<file path="src/rtl/pulpino_boot_sequencer.sv">
// Bench-side boot controller for PULPino: holds the chip in reset, releases it,
// streams program words into the SPI slave as write frames, then raises fetch_enable.
module pulpino_boot_sequencer #(
  parameter int unsigned CLK_DIV      = 4,
  parameter int unsigned RESET_CYCLES = 16,
  parameter logic [7:0]  SPI_WR_CMD   = 8'h02
) (
  input  logic        clk,
  input  logic        rst,
  input  logic        start,
  input  logic        word_valid,
  output logic        word_ready,
  input  logic [31:0] word_addr,
  input  logic [31:0] word_data,
  input  logic        word_last,
  output logic        chip_rst_n,
  output logic        fetch_enable,
  output logic        spi_sck,
  output logic        spi_csn,
  output logic        spi_mosi,
  output logic        busy,
  output logic        done,
  output logic [15:0] words_sent
);
  localparam int FRAME_W = 72;
  localparam int RW      = $clog2(RESET_CYCLES + 1);
  localparam int DW      = $clog2(CLK_DIV + 2);
  localparam logic [RW-1:0] RST_LAST = RW'(RESET_CYCLES - 1);
  localparam logic [DW-1:0] DIV_LAST = DW'(CLK_DIV - 1);
  localparam logic [DW-1:0] GAP_LAST = DW'(CLK_DIV);
  localparam logic [6:0]    BIT_LAST = 7'(FRAME_W - 1);

  typedef enum logic [3:0] {
    IDLE, RST_HOLD, RST_WAIT, FETCH, CS_SETUP, SHIFT, CS_HOLD, GAP, BOOT, DONE
  } state_t;

  state_t               state, state_d;
  logic [RW-1:0]        rcnt, rcnt_d;
  logic [DW-1:0]        dcnt, dcnt_d;
  logic [6:0]           bit_cnt, bit_d;
  logic                 hi, hi_d;
  logic [FRAME_W-1:0]   frame, frame_d;
  logic                 last, last_d;
  logic [15:0]          ws_d;
  logic                 accept;

  assign accept = word_valid && word_ready;

  always_comb begin
    state_d = state;
    rcnt_d  = rcnt;
    dcnt_d  = dcnt;
    bit_d   = bit_cnt;
    hi_d    = hi;
    frame_d = frame;
    last_d  = last;
    ws_d    = words_sent;
    case (state)
      IDLE, DONE: if (start) begin
        state_d = RST_HOLD;
        rcnt_d  = '0;
        ws_d    = '0;
      end
      RST_HOLD, RST_WAIT: begin
        rcnt_d = rcnt + 1'b1;
        if (rcnt == RST_LAST) begin
          rcnt_d  = '0;
          state_d = (state == RST_HOLD) ? RST_WAIT : FETCH;
        end
      end
      FETCH: if (accept) begin
        state_d = CS_SETUP;
        frame_d = {SPI_WR_CMD, word_addr, word_data};
        last_d  = word_last;
        dcnt_d  = '0;
        hi_d    = 1'b0;
      end
      CS_SETUP: begin
        dcnt_d = dcnt + 1'b1;
        if (dcnt == DIV_LAST) begin
          state_d = SHIFT;
          dcnt_d  = '0;
          bit_d   = '0;
          hi_d    = 1'b0;
        end
      end
      SHIFT: begin
        dcnt_d = dcnt + 1'b1;
        if (dcnt == DIV_LAST) begin
          dcnt_d = '0;
          hi_d   = !hi;
          // The next bit is presented on the same cycle sck falls.
          if (hi) begin
            if (bit_cnt == BIT_LAST) state_d = CS_HOLD;
            else begin
              bit_d   = bit_cnt + 1'b1;
              frame_d = {frame[FRAME_W-2:0], 1'b0};
            end
          end
        end
      end
      CS_HOLD: begin
        dcnt_d = dcnt + 1'b1;
        if (dcnt == DIV_LAST) begin
          state_d = GAP;
          dcnt_d  = '0;
          if (words_sent != 16'hFFFF) ws_d = words_sent + 16'd1;
        end
      end
      GAP: begin
        // One cycle beyond CLK_DIV closes out the frame before the next decision.
        dcnt_d = dcnt + 1'b1;
        if (dcnt == GAP_LAST) begin
          dcnt_d  = '0;
          state_d = last ? BOOT : FETCH;
        end
      end
      BOOT:    state_d = DONE;
      default: state_d = IDLE;
    endcase
  end

  always_ff @(posedge clk or posedge rst) begin
    if (rst) begin
      state        <= IDLE;
      rcnt         <= '0;
      dcnt         <= '0;
      bit_cnt      <= '0;
      hi           <= 1'b0;
      frame        <= '0;
      last         <= 1'b0;
      words_sent   <= '0;
      chip_rst_n   <= 1'b0;
      fetch_enable <= 1'b0;
      spi_sck      <= 1'b0;
      spi_csn      <= 1'b1;
      spi_mosi     <= 1'b0;
      word_ready   <= 1'b0;
      busy         <= 1'b0;
      done         <= 1'b0;
    end else begin
      state        <= state_d;
      rcnt         <= rcnt_d;
      dcnt         <= dcnt_d;
      bit_cnt      <= bit_d;
      hi           <= hi_d;
      frame        <= frame_d;
      last         <= last_d;
      words_sent   <= ws_d;
      chip_rst_n   <= !(state_d inside {IDLE, RST_HOLD});
      fetch_enable <= state_d inside {BOOT, DONE};
      spi_sck      <= (state_d == SHIFT) && hi_d;
      spi_csn      <= !(state_d inside {CS_SETUP, SHIFT, CS_HOLD});
      spi_mosi     <= (state_d inside {CS_SETUP, SHIFT}) && frame_d[FRAME_W-1];
      word_ready   <= state_d == FETCH;
      busy         <= !(state_d inside {IDLE, DONE});
      done         <= state_d == DONE;
    end
  end
endmodule
</file>
<file path="config.mk">
export PLATFORM = sky130hd
export DESIGN_NAME = pulpino_boot_sequencer
export DESIGN_NICKNAME = d
export VERILOG_FILES = /design/src/rtl/pulpino_boot_sequencer.sv
export SDC_FILE = /design/constraint.sdc
export NUM_CORES = 1
export LEC_CHECK = 0
export ABC_AREA = 1
export CORE_MARGIN = 3
export CORE_UTILIZATION = 30
export DETAILED_ROUTE_END_ITERATION = 10
export PLACE_DENSITY_LB_ADDON = 0.15
export SETUP_SLACK_MARGIN = 0.3
export SKIP_LAST_GASP = 1
export SLEW_MARGIN = 20
export SYNTH_ARGS = -nofsm -noshare
export SYNTH_HDL_FRONTEND = slang
export SYNTH_SLANG_ARGS = --single-unit
</file>
<file path="constraint.sdc">
create_clock -name clk -period 12.2 [get_ports clk]
set_input_delay 2.44 -clock clk [delete_from_list [all_inputs] [get_ports clk]]
set_output_delay 2.44 -clock clk [all_outputs]
set_load 0.1 [all_outputs]
</file>
==> out/qor.csv <==
stage,metric,value,unit
synthesis,Synth top area share,0.503,
synthesis,Post-Synthesis Mean Instance Area,8.53,um^2
timing,period utilization,0.405,
clock_tree,Setup Buffers After CTS,0,
min_path,worst hold stages,2,
timing,RSZ-0062 raised after global routing,no,
synthesis,ys flop type,dfrtp_1,
run_status,status,"complete, no violations",
timing,Hold WS,0.483,ns
flow_run,Max-Cap Viols,0,
finish,fin nets,842,
setup_path,WS Path Type,in2reg,
global_route,Overflow after GRT,0,
floorplanning,Core Region,0.0188,mm^2
timing,endpoints failing setup,0,
synthesis,post-synth cell types,39,
clock_tree,CTS tree,built,
finish,Filler cells,1908,
route,1st-iter DRT viols,244,
synthesis,Netlist Area Pre-Place,0.00577,mm^2
global_route,most used routing layer,met2,
setup_path,R2R depth,8,
global_route,largest net degree at the start of global routing,70,
synthesis,Post-Synthesis Cells,676,
timing,Final TNS setup,0,ns
power,NetSw,510,uW
setup_path,reg-to-reg endpoint,frame[42]$_DFFE_PP0P_,
clock_tree,post-cts gate resize count,0,
floorplanning,die area,0.0209,mm^2
synthesis,number of synthesized flops with an enable pin,0,
power,Leak,0.00342,uW
clock_tree,Num Clock Sinks,117,
timing,Final Hold Fails,0,
setup_path,worst path arrival time,5.27,ns
power,maximum vdd drop,108,uV
synthesis,syn_nets,753,
global_route,initial antenna violation count,0,
floorplanning,number of cell rows,50,
clock_tree,CTS Buffer Depth,2,
min_path,hold crit path type,reg2reg,
synthesis,most frequent cells after synthesis,"242 x nand2_1, 116 x dfrtp_1, 54 x inv_1, 46 x nand3_1, 41 x a22oi_1",
place,PortBufs,92,
timing,Worst Max-Slew Pin Slew,0.977,ns
setup_path,Startpoint Class,input pin,
route,Vias/cell,4.73,
power,switch share,0.356,
global_route,GR Util met2,0.221,
power,Power Internal,924,uW
finish,share of post-route cells with drive strength above 1,0.0861,
global_route,grt met3 use,0.0427,
setup_path,R2R Setup Slk,9.18,ns
clock_tree,clk slew on worst S/H paths,0.06,ns
synthesis,post-synth top area cell,dfrtp_1,
place,gpl congestion,0.849,
timing,Rel. slew slack,0.347,
clock_tree,root buf cell,clkbuf_16,
floorplanning,Initial Util,0.307,
route,via count,4789,
power,Clk pwr share,0.364,
synthesis,ys async rst share,1.00,
timing,"Slew Viols, Final",0,
power,Sequential Power Share,0.360,
finish,Post-Layout Inst Area,0.00744,mm^2
timing,Max Clock Freq,202,MHz
clock_tree,Clock Latency Late Sink,0.42,ns
min_path,hold path endpoint,frame[40]$_DFFE_PP0P_,
timing,Period minus WS final,4.95,ns
clock_tree,# hold bufs at CTS,0,
route,# DRC,0,
setup_path,endpoint class of the critical path,flip-flop,
setup_path,reg2reg start,state[1]$_DFF_PP0_,
setup_path,"Max FO, Critical Path",67,
clock_tree,cts bufs inserted,17,
global_route,vias in the first global route,4811,
timing,Worst Clk Skew,0.0137,ns
route,DRT Pass-1 Iters,5,
clock_tree,H-tree levels,4,
synthesis,Seq cells post-synth,117,
global_route,M1 GR Usage,0.189,
global_route,Total Routing Usage GR,0.142,
route,antenna-violating nets left,0,
route,routed wire length,13800,um
synthesis,most numerous cell in the Yosys netlist,nand2_1,
floorplanning,die height,145,um
power,Pwr Density,193,mW/mm^2
finish,diodes inserted,0,
finish,Layout area overhead,29.1,%
synthesis,sequential element share of the synthesized area,0.508,
power,Gate power share,0.276,
global_route,first-pass GRT wire length,23600,um
synthesis,ranking of synthesized cells by area,"dfrtp_1 50%, nand2_1 16%, a22oi_1 5.3%, nand3_1 4.0%, inv_1 3.5%",
route,WL/cell,13.6,um
floorplanning,I/O Pins,93,
floorplanning,width of the chip,145,um
place,area post-placement,0.00682,mm^2
place,hpwl dp,9460,um
synthesis,Syn. warnings,0,
setup_path,Crit path required time,12.52,ns
min_path,hold wc startpoint,frame[40]$_DFFE_PP0P_,
==> cell type report <==
| class | instances | area (um^2) | area share |
|---|---|---|---|
| Sequential cell | 117 | 2930 | 0.394 |
| Multi-Input combinational cell | 474 | 2420 | 0.325 |
| Timing Repair Buffer | 94 | 936 | 0.126 |
| Clock buffer | 17 | 425 | 0.0572 |
| Tap cell | 234 | 293 | 0.0393 |
| Inverter | 61 | 248 | 0.0333 |
| Clock inverter | 15 | 193 | 0.0259 |
==> through the flow <==
| step | utilization | std cells | setup WS [ns] | power (uW) |
|---|---|---|---|---|
| after floorplan | - | 676 | 6.66 | 824 |
| after global placement | 0.364 | 980 | 7.15 | 912 |
| after detailed placement | 0.364 | 980 | 7.09 | 923 |
| after CTS | 0.396 | 1012 | 7.51 | 1460 |
| after global routing | 0.397 | 1012 | 6.96 | 1530 |
| final | 0.397 | 1012 | 7.25 | 1430 |
==> placed cells by master (no fill, tap or decap), types with 2 or more instances in the layout <==
| master | n |
|---|---|
| inv_2 | 4 |
| clkinvlp_4 | 4 |
| clkdlybuf4s50_1 | 92 |
| inv_6 | 5 |
| o211ai_1 | 20 |
| o21ai_0 | 17 |
| or2_2 | 2 |
| o21ai_2 | 3 |
| buf_4 | 2 |
| nand4_1 | 6 |
| dfrtp_1 | 116 |
| nor2_2 | 4 |
| a21oi_1 | 8 |
| o22ai_1 | 4 |
| nand2_4 | 3 |
| nor2_1 | 37 |
| inv_4 | 2 |
| clkbuf_16 | 17 |
| ha_1 | 8 |
| nor2_4 | 5 |
| nand3_1 | 46 |
| nand2_2 | 2 |
| xor2_1 | 11 |
| bufinv_16 | 3 |
| nor3_1 | 4 |
| inv_1 | 53 |
| a22oi_1 | 41 |
| nand2_1 | 242 |
| clkinv_4 | 2 |
==> routing by layer <==
metal | vias to the layer above | share of wire
met1 | 2260 | 0.48
met4 | 0 | 0.015
met3 | 16 | 0.046
met5 | - | 0
li1 | 2397 | -
met2 | 116 | 0.46
==> sequential cells by signal, summed over array words and instances, names as in the netlist <==
register,cells
bit_cnt,7
busy,1
chip_rst_n,1
dcnt,3
done,1
fetch_enable,1
frame,72
hi,1
last,1
rcnt,5
spi_csn,1
spi_mosi,1
spi_sck,1
state,4
word_ready,1
words_sent,16
==> power by group through the flow <==
stage               Combinational [uW]  Clock [uW]  Sequential [uW]
finish                             395         522              516
global route                       451         556              527
CTS                                401         537              517
detailed placement                 400           0              523
global placement                   391           0              521
floorplan                          265           0              559
==> worst max path at each step <==
stage	startpoint	end	slack [ns]
6_report	word_valid	frame[42]$_DFFE_PP0P_	7.25
5_1_grt	word_valid	frame[42]$_DFFE_PP0P_	6.96
4_1_cts	word_valid	frame[42]$_DFFE_PP0P_	7.51
3_5_place_dp	word_valid	frame[42]$_DFFE_PP0P_	7.09
3_3_place_gp	word_valid	frame[65]$_DFFE_PP0P_	7.15
2_1_floorplan	rst	bit_cnt[0]$_DFFE_PP0P_	6.66
==> cell families after synthesis <==
logic type / Yosys count / share of synthesized area
adder cells (fa/ha/maj): 8 / 0.0174
buffers and inverters: 85 / 0.0740
AND/OR/NAND/NOR: 355 / 0.262
AO/OA/AOI/OAI: 99 / 0.120
flip-flops: 117 / 0.508
XOR/XNOR: 12 / 0.0182
==> worst max-delay path, cell delays in order <==
cell	delay, ns
clkdlybuf4s50_1	0.47
nand4_2	0.21
clkinv_2	0.69
o21ai_4	0.37
buf_4	0.53
inv_2	0.27
o21ai_0	0.23
No activity file was read; power rests on OpenSTA's default activity.
